$ cat config.mk
export PLATFORM = sky130hd
export DESIGN_NAME = wght_glb_streamer
export DESIGN_NICKNAME = d
export VERILOG_FILES = /design/src/rtl/wght_glb_streamer.sv
export SDC_FILE = /design/constraint.sdc
export NUM_CORES = 1
export LEC_CHECK = 0
export BUFFER_PORTS_ARGS = -buffer_cell sky130_fd_sc_hd__buf_2
export CAP_MARGIN = 20
export CELL_PAD_IN_SITES_DETAIL_PLACEMENT = 1
export CELL_PAD_IN_SITES_GLOBAL_PLACEMENT = 2
export CORE_UTILIZATION = 37
export DETAILED_ROUTE_END_ITERATION = 6
export PLACE_DENSITY_LB_ADDON = 0.1
export SYNTH_ARGS = -nofsm -noshare
export SYNTH_HDL_FRONTEND = slang
export SYNTH_SLANG_ARGS = --single-unit
$ cat constraint.sdc
create_clock -name clk_i -period 3.4 [get_ports clk_i]
set_input_delay 0 -clock clk_i [delete_from_list [all_inputs] [get_ports clk_i]]
set_output_delay 0 -clock clk_i [all_outputs]
set_load 0.02 [all_outputs]
$ cat src/rtl/wght_glb_streamer.sv
// wght_glb_streamer
//
// Weight-path source stage. A start command reads a contiguous run of weight
// words from the weight global-buffer SRAM. The words are streamed over an
// enable/ready/data handshake into router_wght source port 0. A 2-entry
// output FIFO hides the 1-cycle SRAM read latency. The stream therefore
// sustains one word per cycle while the router holds ready high.
//
// Ports
//   clk_i          clock, all state updates on the rising edge
//   rst_ni         asynchronous active-low reset
//   start_i        start pulse, sampled only while idle
//   base_addr_i    first SRAM address of the run
//   count_i        number of words in the run (0 gives an immediate done)
//   busy_o         high while a run is in progress
//   done_o         one-cycle pulse at the end of a run
//   mem_rd_en_o    SRAM read strobe
//   mem_addr_o     SRAM read address
//   mem_rd_data_i  SRAM read data, valid the cycle after mem_rd_en_o
//   data_o         word to the router (0 when nothing is buffered)
//   enable_o       data_o is valid
//   ready_i        router accepts the word on this edge
module wght_glb_streamer #(
    parameter int DATA_WIDTH = 8,
    parameter int ADDR_WIDTH = 6
) (
    input  logic                  clk_i,
    input  logic                  rst_ni,
    input  logic                  start_i,
    input  logic [ADDR_WIDTH-1:0] base_addr_i,
    input  logic [ADDR_WIDTH:0]   count_i,
    output logic                  busy_o,
    output logic                  done_o,
    output logic                  mem_rd_en_o,
    output logic [ADDR_WIDTH-1:0] mem_addr_o,
    input  logic [DATA_WIDTH-1:0] mem_rd_data_i,
    output logic [DATA_WIDTH-1:0] data_o,
    output logic                  enable_o,
    input  logic                  ready_i
);

    typedef enum logic [1:0] {
        S_IDLE,
        S_STREAM,
        S_DRAIN
    } state_t;

    state_t                state_q, state_nxt;
    logic [ADDR_WIDTH-1:0] addr_q, addr_nxt;
    logic [ADDR_WIDTH:0]   reads_left_q, reads_left_nxt;
    logic                  done_q, done_nxt;
    logic                  inflight_q;
    logic [1:0]            fifo_cnt_q, fifo_cnt_nxt;
    logic                  wr_ptr_q, rd_ptr_q;
    logic [DATA_WIDTH-1:0] fifo_mem [2];

    logic                  push, pop, issue;
    logic [1:0]            occupancy;

    // FIFO handshake terms. enable_o depends only on registered state, so
    // the router never sees a combinational path from ready_i back to enable_o.
    assign enable_o  = (fifo_cnt_q != 2'd0);
    assign pop       = enable_o & ready_i;
    assign push      = inflight_q;
    assign occupancy = fifo_cnt_q + {1'b0, inflight_q};

    // A read is issued only if its word is guaranteed a FIFO slot when the
    // data returns. A slot is guaranteed if one is free now, or if the head
    // leaves on this same edge.
    assign issue = (state_q == S_STREAM) && (reads_left_q != '0) &&
                   ((occupancy < 2'd2) || ((occupancy == 2'd2) && pop));

    assign fifo_cnt_nxt = fifo_cnt_q + {1'b0, push} - {1'b0, pop};

    assign busy_o      = (state_q != S_IDLE);
    assign done_o      = done_q;
    assign mem_rd_en_o = issue;
    assign mem_addr_o  = addr_q;
    assign data_o      = enable_o ? fifo_mem[rd_ptr_q] : '0;

    // NOTE: every variable gets a default at the top of the block. Without
    // the defaults, a branch that skips an assignment would infer a latch.
    always_comb begin
        state_nxt      = state_q;
        addr_nxt       = addr_q;
        reads_left_nxt = reads_left_q;
        done_nxt       = 1'b0;

        case (state_q)
            S_IDLE: begin
                if (start_i) begin
                    addr_nxt       = base_addr_i;
                    reads_left_nxt = count_i;
                    if (count_i == '0) begin
                        done_nxt = 1'b1;
                    end else begin
                        state_nxt = S_STREAM;
                    end
                end
            end
            S_STREAM: begin
                if (issue) begin
                    addr_nxt       = addr_q + ADDR_WIDTH'(1);
                    reads_left_nxt = reads_left_q - (ADDR_WIDTH+1)'(1);
                    if (reads_left_q == (ADDR_WIDTH+1)'(1)) begin
                        state_nxt = S_DRAIN;
                    end
                end
            end
            S_DRAIN: begin
                // Leave on the edge that carries the final handshake. busy_o
                // then falls in the same cycle that done_o rises.
                if (fifo_cnt_nxt == 2'd0) begin
                    state_nxt = S_IDLE;
                    done_nxt  = 1'b1;
                end
            end
            default: begin
                state_nxt = S_IDLE;
            end
        endcase
    end

    // NOTE: sequential state uses non-blocking assignments only. All registers
    // then update together on the edge, whatever order the statements are in.
    always_ff @(posedge clk_i or negedge rst_ni) begin
        if (!rst_ni) begin
            state_q      <= S_IDLE;
            addr_q       <= '0;
            reads_left_q <= '0;
            done_q       <= 1'b0;
            inflight_q   <= 1'b0;
            fifo_cnt_q   <= 2'd0;
            wr_ptr_q     <= 1'b0;
            rd_ptr_q     <= 1'b0;
        end else begin
            state_q      <= state_nxt;
            addr_q       <= addr_nxt;
            reads_left_q <= reads_left_nxt;
            done_q       <= done_nxt;
            inflight_q   <= issue;
            fifo_cnt_q   <= fifo_cnt_nxt;
            if (push) begin
                wr_ptr_q <= ~wr_ptr_q;
            end
            if (pop) begin
                rd_ptr_q <= ~rd_ptr_q;
            end
        end
    end

    // NOTE: the FIFO storage has no reset. data_o is gated by enable_o, and
    // fifo_cnt_q is reset, so a stale entry can never become visible.
    always_ff @(posedge clk_i) begin
        if (push) begin
            fifo_mem[wr_ptr_q] <= mem_rd_data_i;
        end
    end

endmodule

-- Yosys cells after proc, flatten, opt, wreduce, memory -nomap -nowiden
Memory sizes are Yosys's and may differ from the RTL's.
Cells that the tools add are included.
- input port bits: 25
- register bits after elaboration: 21
- bits in writable memories: 16
- word-level logic and storage cells: 58
- memories kept: 1
- memory list (memory ; depth ; bits a word ; rd ports ; clocked after Yosys merged registers in ; write ports ; line ; source):
    fifo_mem ; 2 ; 8 ; 1 ; 0 ; 1 ; 55 ; logic [DATA_WIDTH-1:0] fifo_mem [2];
- equal/unequal tests: 9
- order comparisons: 1
- reductions and logical operators: 13
- add/sub/neg operators: 4
- bitwise gates (word level): 3
- multiplexer cells: 19
- operators by type and width (kind ; count):
    7-bit 2-to-1 mux ; 2
    7-bit one-hot mux with 2 select lines ; 1
    6-bit 2-to-1 mux ; 2
    6-bit one-hot mux with 2 select lines ; 1
    2-bit 2-to-1 mux ; 5
    8-bit 2-to-1 mux ; 1
    2-bit != test (second input constant) ; 4
    7-bit by 1-bit == test with 1-bit output (second input constant) ; 1
    7-bit logical NOT ; 1
    7-bit nonzero test ; 1
    7-bit by 1-bit subtractor with 7-bit output (second input constant) ; 1
    6-bit by 1-bit adder with 6-bit output (second input constant) ; 1
    2-bit one-hot mux with 3 select lines ; 1
    2-bit nonzero test ; 3
    1-bit 2-to-1 mux ; 5
    5-bit AND reduction ; 1
    2-bit == test (second input constant) ; 2
    2-bit logical NOT ; 2
    1-bit logical AND ; 3
    3-bit AND reduction ; 1
    2-bit by 1-bit adder with 2-bit output ; 1
    2-bit by 1-bit == test with 1-bit output (second input constant) ; 1
    2-bit less-than comparator (second input constant) ; 1
    2-bit by 1-bit != test with 1-bit output (second input constant) ; 1
    5 further kinds ; 6

-- Depth between registers and ports, before layout
Gate-level depths: netlist of the first run.
- word-level depth: 7
- gate-level depth with buffers: 7
- depth with buffers taken out: 6

-- Worst setup path before layout of the first run
OpenSTA, ideal clock, no wires.
- path type: register to register
- from: reg inflight_q
- to: reg addr_q[5] (netlist: mem_addr_o[5])
- stages on the path, launching flop included: 7
- slack: 1.553 ns
- required time: 3.274 ns
- path buffers: 1
- arrival: 1.721 ns
- library setup time: 0.126 ns
- period minus slack after synthesis: 1.847 ns
- cells stage by stage: dfrtp_1 ha_1 nand2b_1 a221oi_4 buf_4 nand4b_1 mux2i_1
- longest elaborated chain between the ends: 7
- elaborated cells on any way between the ends: 8
- those cells by class: add/sub: 1; order compare: 1; eq/ne: 2; reduce/logical: 4
- ends and longest elaborated chain (item ; line ; source):
    start: declaration ; 52 ; logic inflight_q;
    start signal: assignment ; 141 ; inflight_q <= issue;
    2-bit by 1-bit adder with 2-bit output * ; 65 ; assign occupancy = fifo_cnt_q + {1'b0, inflight_q};
    2-bit == test ; 71 ; ((occupancy < 2'd2) || ((occupancy == 2'd2) && pop));
    1-bit logical AND ; 71 ;
    1-bit logical OR * ; 71 ;
    1-bit logical AND * ; 70 ; assign issue = (state_q == S_STREAM) && (reads_left_q != '0) &&
    2-bit != test (no line) * ; n/a ;
    3-bit AND reduction (no line) * ; n/a ;
    end signal: assignment ; 138 ; addr_q <= addr_nxt;
    end: declaration ; 49 ; logic [ADDR_WIDTH-1:0] addr_q, addr_nxt;
Every way passes the cells marked *; elsewhere a longest branch is shown, timed or not.
A chain may end at the register's enable or synchronous reset.

-- Final worst setup path of the first run
- from: reg inflight_q
- to: out mem_rd_en_o
- longest elaborated chain between the ends: 5
- elaborated cells on any way between the ends: 6
- those cells by class: add/sub: 1; order compare: 1; eq/ne: 1; reduce/logical: 3
- ends and longest elaborated chain (item ; line ; source):
    2-bit by 1-bit adder with 2-bit output * ; 65 ;
    2-bit == test ; 71 ;
    1-bit logical AND ; 71 ;
    1-bit logical OR * ; 71 ;
    1-bit logical AND * ; 70 ;
    end: declaration ; 34 ; output logic mem_rd_en_o,
Marked as above.

==> metrics.txt, run 1 <==
# TYPE chip_impl_metric gauge
chip_impl_info{name="run_status",value="finished clean"} 1
chip_impl_info{name="hold_path_class",value="in -> reg"} 1
chip_impl_metric{name="drt-initial-drc-count",unit=""} 49
chip_impl_metric{name="slew_violations",unit=""} 0
chip_impl_metric{name="hold_viol",unit=""} 0
chip_impl_info{name="critical-path-slowest-cell",value="sky130_fd_sc_hd__a221oi_4"} 1
chip_impl_metric{name="start_util",unit=""} 0.388
chip_impl_metric{name="count_of_buffers_inserted_at_the_top_level_ports",unit=""} 42
chip_impl_info{name="startpoint_type",value="flip-flop"} 1
chip_impl_metric{name="core",unit="um2"} 4790
chip_impl_metric{name="grt.overflow.total",unit=""} 0
chip_impl_metric{name="netlist_instances",unit=""} 160
chip_impl_info{name="crit_chain",value="ha_1, xor2_2, a221oi_4, and2_4, buf_2"} 1
chip_impl_metric{name="drc",unit=""} 0
chip_impl_info{name="yosysMostFrequentCell",value="sky130_fd_sc_hd__dfrtp_1"} 1
chip_impl_metric{name="num_ports",unit=""} 43
chip_impl_metric{name="dr_total_vias",unit=""} 1467
chip_impl_metric{name="timing.slew.headroom",unit=""} 0.356
chip_impl_metric{name="cts_max_level",unit=""} 2
chip_impl_info{name="yosys.area.top_type",value="sky130_fd_sc_hd__dfrtp_1"} 1
chip_impl_metric{name="gp_congestion",unit=""} 0.737
chip_impl_metric{name="critical_path.max_stage_delay",unit="ns"} 0.67
chip_impl_info{name="cts_tree",value="done"} 1
chip_impl_metric{name="post-dp-hpwl",unit="mm"} 3.35
chip_impl_info{name="synthTopCellsByArea",value="sky130_fd_sc_hd__dfrtp_1 (28%), sky130_fd_sc_hd__edfxtp_1 (26%), sky130_fd_sc_hd__mux2i_1 (5.4%), sky130_fd_sc_hd__ha_1 (4.0%), sky130_fd_sc_hd__a311oi_1 (3.3%)"} 1
chip_impl_metric{name="die_area",unit="um2"} 5310
chip_impl_metric{name="critPathRequiredTime",unit="ns"} 3.40
chip_impl_metric{name="worst_ep_arrival_time",unit="ns"} 2.41
chip_impl_metric{name="comb_power_share",unit=""} 0.493
chip_impl_metric{name="worstSkewPairLatency",unit="ns"} 0.29
chip_impl_metric{name="post_route_cells_drive_above_1_share",unit=""} 0.269
chip_impl_metric{name="maximum_number_of_pins_on_one_net_before_global_route_repair",unit=""} 22
chip_impl_metric{name="cts.clk_slew.worst_paths",unit="ns"} 0.07
chip_impl_info{name="critical_path.startpoint",value="inflight_q$_DFF_PN0_"} 1
chip_impl_metric{name="clock.fmax",unit="MHz"} 415
chip_impl_metric{name="finalClockSkew",unit="ns"} 0.00613
chip_impl_metric{name="wire_per_inst",unit="um"} 16.2
chip_impl_metric{name="internal-power",unit="mW"} 1.34
chip_impl_metric{name="clock_power_share",unit=""} 0.157
chip_impl_metric{name="synth-seq-cells",unit=""} 37
chip_impl_metric{name="post-route-min-period",unit="ns"} 2.41
chip_impl_metric{name="avgSynthCellArea",unit="um2"} 11.6
chip_impl_metric{name="synth.yosys.seq_area_share",unit=""} 0.541
chip_impl_metric{name="synth_top_cell_area_share",unit=""} 0.283
chip_impl_metric{name="postCtsSetupRepairBufs",unit=""} 0
chip_impl_metric{name="vdd.ir_drop.worst",unit="mV"} 0.442
chip_impl_metric{name="antenna_found_initial",unit=""} 0
chip_impl_info{name="cts_root_buffer",value="sky130_fd_sc_hd__clkbuf_8"} 1
chip_impl_metric{name="synthesis.nets",unit=""} 191
chip_impl_metric{name="final_nets",unit=""} 250
chip_impl_metric{name="area.growth.synth_to_final",unit="%"} 28.2
chip_impl_info{name="worst-setup-path-type",value="reg -> out"} 1
chip_impl_metric{name="total_leakage_power",unit="nW"} 1.04
chip_impl_metric{name="final_antenna_net_count",unit=""} 0
chip_impl_info{name="grt_busiest_layer",value="met2"} 1
chip_impl_metric{name="first_pass_iters",unit=""} 4
chip_impl_metric{name="cts_inserted_buffers",unit=""} 5
chip_impl_metric{name="cellPowerDensity",unit="nW/um2"} 988
chip_impl_metric{name="detailed_route_wire_length",unit="mm"} 4.65
chip_impl_info{name="ys.flop_type",value="sky130_fd_sc_hd__dfrtp_1"} 1
chip_impl_metric{name="setup-violations-final",unit=""} 0
chip_impl_info{name="unrepaired_setup_endpoints_after_global_routing",value="no"} 1
chip_impl_metric{name="grtUsageMet1",unit=""} 0.258
chip_impl_metric{name="antenna_cells_inserted",unit=""} 0
chip_impl_metric{name="grt_pass1_vias",unit=""} 1553
chip_impl_metric{name="grt_pass1_wl",unit="mm"} 7.72
chip_impl_metric{name="r2r.worst_path.cells",unit=""} 4
chip_impl_metric{name="die_x",unit="um"} 72.9
chip_impl_metric{name="grt_use_met3",unit=""} 0.0456
chip_impl_metric{name="floorplan.rows",unit=""} 25
chip_impl_metric{name="max_slew.worst_pin.slew",unit="ns"} 0.962
chip_impl_metric{name="global_route.usage.met2",unit=""} 0.330
chip_impl_metric{name="cts_buffer_depth",unit=""} 2
chip_impl_info{name="setup.worst_path.end",value="mem_rd_en_o"} 1
chip_impl_metric{name="postSynth.asyncResetShare",unit=""} 0.568
chip_impl_metric{name="sw_frac_of_total",unit=""} 0.431
chip_impl_info{name="synth_commonest_cells",value="sky130_fd_sc_hd__dfrtp_1 (21), sky130_fd_sc_hd__edfxtp_1 (16), sky130_fd_sc_hd__nor2_1 (16)"} 1
chip_impl_metric{name="detail_route.vias_per_cell",unit=""} 5.13
chip_impl_metric{name="switch_pwr",unit="mW"} 1.01
chip_impl_metric{name="critical_path_peak_fanout",unit=""} 19
chip_impl_info{name="critPathCaptureType",value="output port"} 1
chip_impl_metric{name="mappedNetlistArea",unit="um2"} 1860
chip_impl_metric{name="yosysWarningCount",unit=""} 0
chip_impl_metric{name="ff2ff_setup_slack",unit="ns"} 1.12
chip_impl_metric{name="numClockSinks",unit=""} 37
chip_impl_metric{name="timing.setup.tns",unit="ns"} 0
chip_impl_metric{name="layout.core_utilization",unit=""} 0.498
chip_impl_metric{name="post-route-period-util",unit=""} 0.708
chip_impl_info{name="startpoint_of_the_lowest_slack_register_to_register_path",value="fifo_cnt_q[1]$_DFF_PN0_"} 1
chip_impl_metric{name="max_cap_violations",unit=""} 0
chip_impl_metric{name="ys_types",unit=""} 43
chip_impl_info{name="r2r-end",value="reads_left_q[1]$_DFFE_PN0P_"} 1
chip_impl_metric{name="gr-usage-all-layers",unit=""} 0.197
chip_impl_metric{name="chipHeight",unit="um"} 72.9
chip_impl_metric{name="seqPwrFrac",unit=""} 0.350
chip_impl_metric{name="synth_edf_count",unit=""} 16
## kinds of logic after synthesis
logic type      synth area share
xor+xnor                  0.0229
simple gates               0.153
mux                       0.0538
buf+inv                   0.0404
flops                      0.541
fa+ha+maj                 0.0404
compound gates             0.149
## cell usage in the layout, fill, tap and decap left out, drive strengths merged, types with 2 or more instances in the layout
cell type and instances:
nor2 16, and2 4, o211ai 3, inv 9, a211oi 3, nand2 9
o32ai 2, dlygate4sd3 16, o21ai 2, edfxtp 16, a221o 2, nor4 2
nand3 6, buf 43, ha 6, nand2b 2, dfrtp 21, a21oi 3
clkbuf 5, and3 2, nor3b 2, xor2 3, a221oi 2, a311oi 7
nor2b 6, mux2i 10, a31o 3
## layout make-up
| cell class | instances | area [um2] |
|---|---|---|
| Fill cell | 534 | 2400 |
| Sequential cell | 37 | 1010 |
| Multi-Input combinational cell | 107 | 778 |
| Timing Repair Buffer | 59 | 378 |
| Tap cell | 67 | 83.8 |
| Clock buffer | 5 | 68.8 |
| Clock inverter | 2 | 35.0 |
| Inverter | 9 | 33.8 |
## worst max-delay path: cells and delay by family, from the launching register on
family                     cells  cell delay, ns
AOI/OAI and AO/OA              1            0.67
DFF                            1            0.42
and+or+nand+nor                1            0.32
adders and majority gates      1            0.30
xor gates and xnor gates       1            0.23
buffers and inverters          1            0.18
## power by group through the flow
| stage | logic, mW | registers [mW] | clock network (mW) |
|---|---|---|---|
| 6_report | 1.16 | 0.824 | 0.370 |
| 2_1_floorplan | 0.871 | 0.815 | 0 |
| 4_1_cts | 1.18 | 0.828 | 0.376 |
| 5_1_grt | 1.29 | 0.856 | 0.391 |
| 3_5_place_dp | 1.16 | 0.838 | 0 |
| 3_3_place_gp | 1.11 | 0.818 | 0 |
## stage by stage
step | std cells | hold WS [ns] | power [mW] | worst slack [ns] | cell area (um2)
final | 286 | 0.0111 | 2.36 | 0.992 | 2380
after global routing | 286 | 0.0296 | 2.53 | 0.853 | 2380
after CTS | 286 | 0.00693 | 2.38 | 0.957 | 2380
after detailed placement | 263 | -0.000616 | 2.00 | 1.09 | 2120
after global placement | 263 | -0.00770 | 1.93 | 1.23 | 2120
after floorplan | 160 | -0.296 | 1.69 | 1.55 | 1860
## metal layers
metal / share of wire / vias up
li1: - / 707
met5: 0 / -
met2: 0.48 / 35
met3: 0.039 / 5
met1: 0.47 / 720
met4: 0.0097 / 0
## how the worst min path moves through the flow
stage / endpoint / startpoint / depth (start not counted) / slack [ns]
6_report: reads_left_q[3]$_DFFE_PN0P_ / count_i[3] / 3 / 0.01
5_1_grt: reads_left_q[3]$_DFFE_PN0P_ / count_i[3] / 3 / 0.03
4_1_cts: reads_left_q[3]$_DFFE_PN0P_ / count_i[3] / 3 / 0.007
3_5_place_dp: done_o$_DFF_PN0_ / rst_ni / 1 / -0.0006
3_3_place_gp: done_o$_DFF_PN0_ / rst_ni / 1 / -0.008
2_1_floorplan: done_o$_DFF_PN0_ / rst_ni / 0 / -0.30
## flip-flops by register name, indices dropped and copies added (netlist names)
name,count
done_o,1
fifo_cnt_q,2
fifo_mem,16
inflight_q,1
mem_addr_o,6
rd_ptr_q,1
reads_left_q,7
state_q,2
wr_ptr_q,1
## timing repair
item,4_1_cts,5_1_grt
hold buffers,16,0
gates resized for setup,0,0
endpoints found under the hold margin,44,0
endpoints found under the setup margin,0,0
Power figures use the tool's default switching activity.
==> run 2: changes to the inputs <==
--- a/config.mk
+++ b/config.mk
@@ -9,7 +9,7 @@
 export CAP_MARGIN = 20
 export CELL_PAD_IN_SITES_DETAIL_PLACEMENT = 1
 export CELL_PAD_IN_SITES_GLOBAL_PLACEMENT = 2
-export CORE_UTILIZATION = 37
+export CORE_UTILIZATION = 34
 export DETAILED_ROUTE_END_ITERATION = 6
 export PLACE_DENSITY_LB_ADDON = 0.1
 export SYNTH_ARGS = -nofsm -noshare
==> constraint.sdc (replaced) <==
create_clock -name clk_i -period 2.3 [get_ports clk_i]
set_input_delay 0 -clock clk_i [delete_from_list [all_inputs] [get_ports clk_i]]
set_output_delay 0 -clock clk_i [all_outputs]
set_load 0.02 [all_outputs]
==> run 2 against run 1 <==
Compared with the run above: largest cell class unchanged; design area grew 2.5%; sequential share of layout area shrank 1.0 points; die area grew 8.6%; first-iteration DRC count grew 41%; highest routed layer unchanged; sequential power grew 48%; via count grew 1.4%; flip-flop and latch count is the same; critical path type unchanged; power grew 55%.
==> metrics.txt, run 2 (same netlist as run 1, synthesis figures left out) <==
# TYPE chip_impl_metric gauge
chip_impl_metric{name="finalClockSkew",unit="ns"} 0.00401
chip_impl_info{name="unrepaired_setup_endpoints_after_global_routing",value="no"} 1
chip_impl_metric{name="dr_total_vias",unit=""} 1488
chip_impl_metric{name="drc",unit=""} 0
chip_impl_metric{name="largest_reg_flops",unit=""} 16
chip_impl_metric{name="chipHeight",unit="um"} 76.0
chip_impl_metric{name="final_antenna_net_count",unit=""} 0
chip_impl_metric{name="die_x",unit="um"} 76.0
chip_impl_metric{name="antenna_cells_inserted",unit=""} 0
chip_impl_metric{name="clock_power_share",unit=""} 0.186
chip_impl_metric{name="cell_count_after_placement",unit=""} 269
chip_impl_info{name="final_common_cell",value="sky130_fd_sc_hd__buf_2"} 1
chip_impl_metric{name="timing.setup.tns",unit="ns"} 0
chip_impl_metric{name="die_area",unit="um2"} 5770
chip_impl_metric{name="maximum_number_of_pins_on_one_net_before_global_route_repair",unit=""} 22
chip_impl_metric{name="worst_ep_arrival_time",unit="ns"} 2.15
chip_impl_info{name="cts_root_buffer",value="sky130_fd_sc_hd__clkbuf_8"} 1
chip_impl_metric{name="numClockSinks",unit=""} 37
chip_impl_info{name="cts_tree",value="done"} 1
chip_impl_metric{name="area.growth.synth_to_final",unit="%"} 31.4
chip_impl_metric{name="post-route-min-period",unit="ns"} 2.15
chip_impl_metric{name="final_cells",unit=""} 293
chip_impl_metric{name="internal-power",unit="mW"} 2.14
chip_impl_info{name="startpoint_type",value="flip-flop"} 1
chip_impl_metric{name="floorplan.rows",unit=""} 26
chip_impl_metric{name="cts_buffer_depth",unit=""} 2
chip_impl_metric{name="critical_path_peak_fanout",unit=""} 19
chip_impl_metric{name="hold_viol",unit=""} 0
chip_impl_metric{name="cts_inserted_buffers",unit=""} 5
chip_impl_metric{name="core",unit="um2"} 5170
chip_impl_metric{name="worstSkewPairLatency",unit="ns"} 0.28
chip_impl_metric{name="detail_route.vias_per_cell",unit=""} 5.08
chip_impl_metric{name="cts.clk_slew.worst_paths",unit="ns"} 0.08
chip_impl_metric{name="critPathRequiredTime",unit="ns"} 2.30
chip_impl_info{name="run_status",value="finished clean"} 1
chip_impl_metric{name="sw_frac_of_total",unit=""} 0.413
chip_impl_metric{name="post-route-period-util",unit=""} 0.937
chip_impl_metric{name="setup-violations-final",unit=""} 0
chip_impl_metric{name="final_nets",unit=""} 253
chip_impl_metric{name="vdd.ir_drop.worst",unit="mV"} 0.572
chip_impl_metric{name="clock.fmax",unit="MHz"} 464
chip_impl_metric{name="max_cap_violations",unit=""} 0
chip_impl_metric{name="grt_pass1_vias",unit=""} 1648
chip_impl_metric{name="grt_pass1_wl",unit="mm"} 8.00
chip_impl_metric{name="first_pass_iters",unit=""} 4
chip_impl_metric{name="gr-usage-all-layers",unit=""} 0.177
chip_impl_metric{name="post_route_cells_drive_above_1_share",unit=""} 0.283
chip_impl_info{name="worst-setup-path-type",value="reg -> out"} 1
chip_impl_metric{name="switch_pwr",unit="mW"} 1.50
chip_impl_info{name="layout.cells.most_common_list",value="sky130_fd_sc_hd__buf_2 (42), sky130_fd_sc_hd__dfrtp_1 (21), sky130_fd_sc_hd__nor2_1 (16), sky130_fd_sc_hd__edfxtp_1 (16), sky130_fd_sc_hd__dlygate4sd3_1 (16)"} 1
chip_impl_metric{name="slew_violations",unit=""} 0
chip_impl_metric{name="post-dp-hpwl",unit="mm"} 3.40
chip_impl_metric{name="detailed_route_wire_length",unit="mm"} 4.67
chip_impl_metric{name="antenna_found_initial",unit=""} 0
chip_impl_metric{name="layout_setup_ws",unit="ns"} 0.146
chip_impl_metric{name="wire_per_inst",unit="um"} 15.9
chip_impl_metric{name="gp_congestion",unit=""} 0.737
chip_impl_metric{name="holdWs",unit="ns"} 0.0138
chip_impl_metric{name="max_slew.worst_pin.slew",unit="ns"} 0.742
chip_impl_info{name="hold_path_class",value="in -> reg"} 1
chip_impl_metric{name="start_util",unit=""} 0.359
chip_impl_metric{name="grt.overflow.total",unit=""} 0
chip_impl_metric{name="count_of_buffers_inserted_at_the_top_level_ports",unit=""} 42
chip_impl_info{name="max_flop_register",value="fifo_mem"} 1
chip_impl_metric{name="cellPowerDensity",unit="nW/um2"} 1490
chip_impl_metric{name="cts_max_level",unit=""} 2
chip_impl_metric{name="timing.slew.headroom",unit=""} 0.504
chip_impl_metric{name="comb_power_share",unit=""} 0.478
chip_impl_metric{name="dp_slack",unit="ns"} 0.323
chip_impl_metric{name="drt-initial-drc-count",unit=""} 69
chip_impl_info{name="critPathCaptureType",value="output port"} 1
chip_impl_metric{name="total_leakage_power",unit="nW"} 1.07
chip_impl_metric{name="num_ports",unit=""} 43
chip_impl_metric{name="seqPwrFrac",unit=""} 0.336
[run 2: cell types whose count changed in the layout (fill, tap and decap cells not counted), sizes merged]
cell,before,now
inv,9,10
bufinv,1,2
buf,43,46
clkinv,1,0
[run 2: worst max-delay path, stage by stage (launching register included)]
cell and delay (ns):
sky130_fd_sc_hd__dfrtp_1 0.42, sky130_fd_sc_hd__ha_1 0.33, sky130_fd_sc_hd__nand2b_1 0.21, sky130_fd_sc_hd__a221oi_4 0.26, sky130_fd_sc_hd__buf_4 0.26, sky130_fd_sc_hd__and2_4 0.22
sky130_fd_sc_hd__buf_2 0.17
[run 2: area by class of cell]
| type | count | area [um2] |
|---|---|---|
| Multi-Input combinational cell | 107 | 778 |
| Clock buffer | 5 | 68.8 |
| Tap cell | 70 | 87.6 |
| Clock inverter | 3 | 68.8 |
| Fill cell | 576 | 2730 |
| Timing Repair Buffer | 62 | 400 |
| Inverter | 9 | 33.8 |
| Sequential cell | 37 | 1010 |
[run 2: timing repair]
item	CTS	global route
resized for setup	0	0
buffers inserted	0	0
endpoints found under the hold margin	44	0
hold buffers	16	0
[run 2: final timing paths]
check,from,endpoint,slack (ns),depth (start not counted)
max in group asynchronous,rst_ni,reads_left_q[5]$_DFFE_PN0P_,1.75,2
max,inflight_q$_DFF_PN0_,mem_rd_en_o,0.15,6
min in group asynchronous,rst_ni,done_o$_DFF_PN0_,0.21,2
min reg2reg,wr_ptr_q$_DFFE_PN0P_,wr_ptr_q$_DFFE_PN0P_,0.52,1
min,count_i[5],reads_left_q[5]$_DFFE_PN0P_,0.01,3
max reg2reg,inflight_q$_DFF_PN0_,reads_left_q[1]$_DFFE_PN0P_,0.32,6
[run 2: power by group through the flow]
stage | Sequential (mW) | Combinational, mW | Clock [mW]
after global routing | 1.27 | 1.93 | 0.719
final | 1.22 | 1.74 | 0.679
after detailed placement | 1.24 | 1.74 | 0
after CTS | 1.23 | 1.77 | 0.695
after global placement | 1.21 | 1.68 | 0
after floorplan | 1.20 | 1.29 | 0
[run 2: metrics by stage]
step	cell area, um2	power (mW)	utilization
floorplan	1860	2.49	-
global placement	2150	2.90	0.415
detailed placement	2150	2.98	0.415
CTS	2440	3.70	0.472
global route	2440	3.92	0.472
finish	2440	3.64	0.472
[run 2: layer usage]
layer | GRT usage | part of all wire
met3 | 0.0410 | 0.040
met4 | 0.0519 | 0.0062
met2 | 0.325 | 0.53
met5 | 0 | 0
met1 | 0.203 | 0.43
==> run 3: changes to the inputs <==
==> constraint.sdc (replaced) <==
create_clock -name clk_i -period 2.3 [get_ports clk_i]
set_input_delay 0.345 -clock clk_i [delete_from_list [all_inputs] [get_ports clk_i]]
set_output_delay 0.345 -clock clk_i [all_outputs]
set_load 0.02 [all_outputs]
==> run 3 against run 2 <==
Compared with the run above: flip-flop and latch count is the same; routed wire length down 3.7%; via count is 4.8% lower; setup slack got worse by 0.067 ns; design area shrank 7.7%; combinational power is 3% higher; sequential power about the same; sequential share of layout area is 3.4 points higher; non-clock buffer count decreased by 14; critical endpoint unchanged.
==> metrics.txt, run 3 (same netlist as run 1, synthesis figures left out) <==
# TYPE chip_impl_metric gauge
chip_impl_metric{name="post_route_cells_drive_above_1_share",unit=""} 0.311
chip_impl_metric{name="dr_total_vias",unit=""} 1416
chip_impl_info{name="final_common_cell",value="sky130_fd_sc_hd__buf_2"} 1
chip_impl_metric{name="switch_pwr",unit="mW"} 1.50
chip_impl_metric{name="post-route-period-util",unit=""} 0.966
chip_impl_metric{name="cts_buffer_depth",unit=""} 2
chip_impl_metric{name="post-dp-hpwl",unit="mm"} 3.33
chip_impl_info{name="max_flop_register",value="fifo_mem"} 1
chip_impl_metric{name="count_of_buffers_inserted_at_the_top_level_ports",unit=""} 42
chip_impl_info{name="hold_path_class",value="in -> async"} 1
chip_impl_metric{name="max_cap_violations",unit=""} 0
chip_impl_metric{name="cts.clk_slew.worst_paths",unit="ns"} 0.08
chip_impl_info{name="run_status",value="finished clean"} 1
chip_impl_metric{name="setup-violations-final",unit=""} 0
chip_impl_metric{name="wire_per_inst",unit="um"} 16.1
chip_impl_metric{name="timing.setup.tns",unit="ns"} 0
chip_impl_metric{name="area.growth.synth_to_final",unit="%"} 21.3
chip_impl_info{name="cts_tree",value="done"} 1
chip_impl_metric{name="antenna_found_initial",unit=""} 0
chip_impl_metric{name="critical_path.max_stage_delay",unit="ns"} 0.42
chip_impl_metric{name="detail_route.vias_per_cell",unit=""} 5.08
chip_impl_metric{name="critical_path_peak_fanout",unit=""} 4
chip_impl_info{name="layout.cells.most_common_list",value="sky130_fd_sc_hd__buf_2 (42), sky130_fd_sc_hd__dfrtp_1 (21), sky130_fd_sc_hd__nor2_1 (16), sky130_fd_sc_hd__edfxtp_1 (16), sky130_fd_sc_hd__mux2i_1 (10)"} 1
chip_impl_metric{name="die_area",unit="um2"} 5770
chip_impl_info{name="crit_chain",value="ha_1, xor2_2, a221oi_4, and2_4, buf_2"} 1
chip_impl_metric{name="cts_inserted_buffers",unit=""} 5
chip_impl_info{name="critical-path-slowest-cell",value="sky130_fd_sc_hd__dfrtp_1"} 1
chip_impl_metric{name="gr-usage-all-layers",unit=""} 0.167
chip_impl_metric{name="gp_congestion",unit=""} 0.769
chip_impl_metric{name="numClockSinks",unit=""} 37
chip_impl_metric{name="maximum_number_of_pins_on_one_net_before_global_route_repair",unit=""} 22
chip_impl_metric{name="max_slew.worst_pin.slew",unit="ns"} 0.723
chip_impl_metric{name="cts-hold-fix-buffers",unit=""} 0
chip_impl_metric{name="cts_max_level",unit=""} 2
chip_impl_metric{name="final_nets",unit=""} 239
chip_impl_metric{name="internal-power",unit="mW"} 1.96
chip_impl_metric{name="final_antenna_net_count",unit=""} 0
chip_impl_metric{name="antenna_cells_inserted",unit=""} 0
chip_impl_metric{name="cellPowerDensity",unit="nW/um2"} 1530
chip_impl_metric{name="core",unit="um2"} 5170
chip_impl_metric{name="finalClockSkew",unit="ns"} 0.00528
chip_impl_metric{name="clock.fmax",unit="MHz"} 450
chip_impl_metric{name="detailed_route_wire_length",unit="mm"} 4.50
chip_impl_metric{name="layout.core_utilization",unit=""} 0.436
chip_impl_metric{name="start_util",unit=""} 0.359
chip_impl_metric{name="num_ports",unit=""} 43
chip_impl_metric{name="slew_violations",unit=""} 0
chip_impl_metric{name="timing.slew.headroom",unit=""} 0.517
chip_impl_metric{name="largest_reg_flops",unit=""} 16
chip_impl_metric{name="critPathRequiredTime",unit="ns"} 1.96
chip_impl_metric{name="floorplan.rows",unit=""} 26
chip_impl_metric{name="first_pass_iters",unit=""} 4
chip_impl_metric{name="fillerInstances",unit=""} 578
chip_impl_metric{name="vdd.ir_drop.worst",unit="mV"} 0.564
chip_impl_metric{name="sw_frac_of_total",unit=""} 0.434
chip_impl_info{name="cts_root_buffer",value="sky130_fd_sc_hd__clkbuf_8"} 1
chip_impl_metric{name="seqPwrFrac",unit=""} 0.352
chip_impl_metric{name="final_cell_area",unit="um2"} 2250
chip_impl_metric{name="dpl_cell_area",unit="um2"} 2150
chip_impl_metric{name="hold_viol",unit=""} 0
chip_impl_metric{name="die_x",unit="um"} 76.0
chip_impl_metric{name="multiInputGateArea",unit="um2"} 786
chip_impl_info{name="startpoint_type",value="flip-flop"} 1
chip_impl_metric{name="drc",unit=""} 0
chip_impl_metric{name="drt-initial-drc-count",unit=""} 28
chip_impl_metric{name="total_leakage_power",unit="nW"} 0.997
chip_impl_metric{name="worst_ep_arrival_time",unit="ns"} 1.88
chip_impl_metric{name="chipHeight",unit="um"} 76.0
chip_impl_metric{name="grt.overflow.total",unit=""} 0
chip_impl_info{name="worst-setup-path-type",value="reg -> out"} 1
chip_impl_info{name="unrepaired_setup_endpoints_after_global_routing",value="no"} 1
chip_impl_metric{name="power_consumption",unit="mW"} 3.46
chip_impl_metric{name="register_area",unit="um2"} 1010
chip_impl_metric{name="grt_pass1_vias",unit=""} 1544
chip_impl_metric{name="grt_pass1_wl",unit="mm"} 7.50
chip_impl_metric{name="worstSkewPairLatency",unit="ns"} 0.29
chip_impl_metric{name="clock_power_share",unit=""} 0.131
chip_impl_info{name="critPathCaptureType",value="output port"} 1
chip_impl_metric{name="r2r.worst_path.cells",unit=""} 7
chip_impl_metric{name="comb_power_share",unit=""} 0.517
chip_impl_metric{name="post-route-min-period",unit="ns"} 2.22
## run 3: cell types whose count changed in the layout (fill, tap and decap cells not counted), sizes merged
cell,delta
buf,+2
bufinv,-2
clkinv,+3
dlygate4sd3,-16
inv,-1
## run 3: what timing repair did
action	in CTS	in global routing
hold endpoints to repair	0	0
buffers inserted	0	2
gates resized for setup	0	1
endpoints found under the setup margin	0	1
## run 3: worst paths after layout
check | startpoint | endpoint | slack [ns]
max reg2reg | inflight_q$_DFF_PN0_ | reads_left_q[1]$_DFFE_PN0P_ | 0.30
min reg2reg | wr_ptr_q$_DFFE_PN0P_ | wr_ptr_q$_DFFE_PN0P_ | 0.49
min in group clk_i | mem_rd_data_i[5] | fifo_mem[1][5]$_DFFE_PP_ | 0.25
min | rst_ni | fifo_cnt_q[1]$_DFF_PN0_ | 0.02
max | inflight_q$_DFF_PN0_ | mem_rd_en_o | 0.08
max in group asynchronous | rst_ni | mem_addr_o[1]$_DFFE_PN0P_ | 1.94
## run 3: routing by layer
layer	global-route usage	wire length, um
met4	0.0462	52
met5	0	0
met3	0.0410	177
met1	0.204	2060
met2	0.292	2210
## run 3: area by class of cell
| class | count | area share |
|---|---|---|
| Timing Repair Buffer | 48 | 0.113 |
| Inverter | 9 | 0.0150 |
| Clock inverter | 3 | 0.00777 |
| Sequential cell | 37 | 0.446 |
| Multi-Input combinational cell | 107 | 0.349 |
| Tap cell | 70 | 0.0388 |
| Clock buffer | 5 | 0.0305 |
## run 3: power groups by stage
stage | logic (mW) | registers, mW | clock network (mW)
floorplan | 1.29 | 1.20 | 0
global placement | 1.68 | 1.21 | 0
detailed placement | 1.74 | 1.23 | 0
CTS | 1.74 | 1.22 | 0.468
global route | 1.97 | 1.26 | 0.491
finish | 1.79 | 1.22 | 0.454
## run 3: stage by stage
| step | std cells | hold slack [ns] | setup WS, ns |
|---|---|---|---|
| after floorplan | 160 | 0.0494 | 0.374 |
| after global placement | 269 | 0.347 | 0.392 |
| after detailed placement | 269 | 0.343 | 0.290 |
| after CTS | 277 | 0.0263 | 0.0247 |
| after global routing | 279 | 0.0480 | 0.0130 |
| final | 279 | 0.0161 | 0.0783 |
## run 3: worst max-delay path, delay by kind of cell (launching register included)
kind / cells / cell delay, ns
and+or+nand+nor: 1 / 0.21
adders and majority gates: 1 / 0.30
DFF: 1 / 0.42
xor gates and xnor gates: 1 / 0.24
AOI/OAI and AO/OA: 1 / 0.26
buffers and inverters: 1 / 0.16
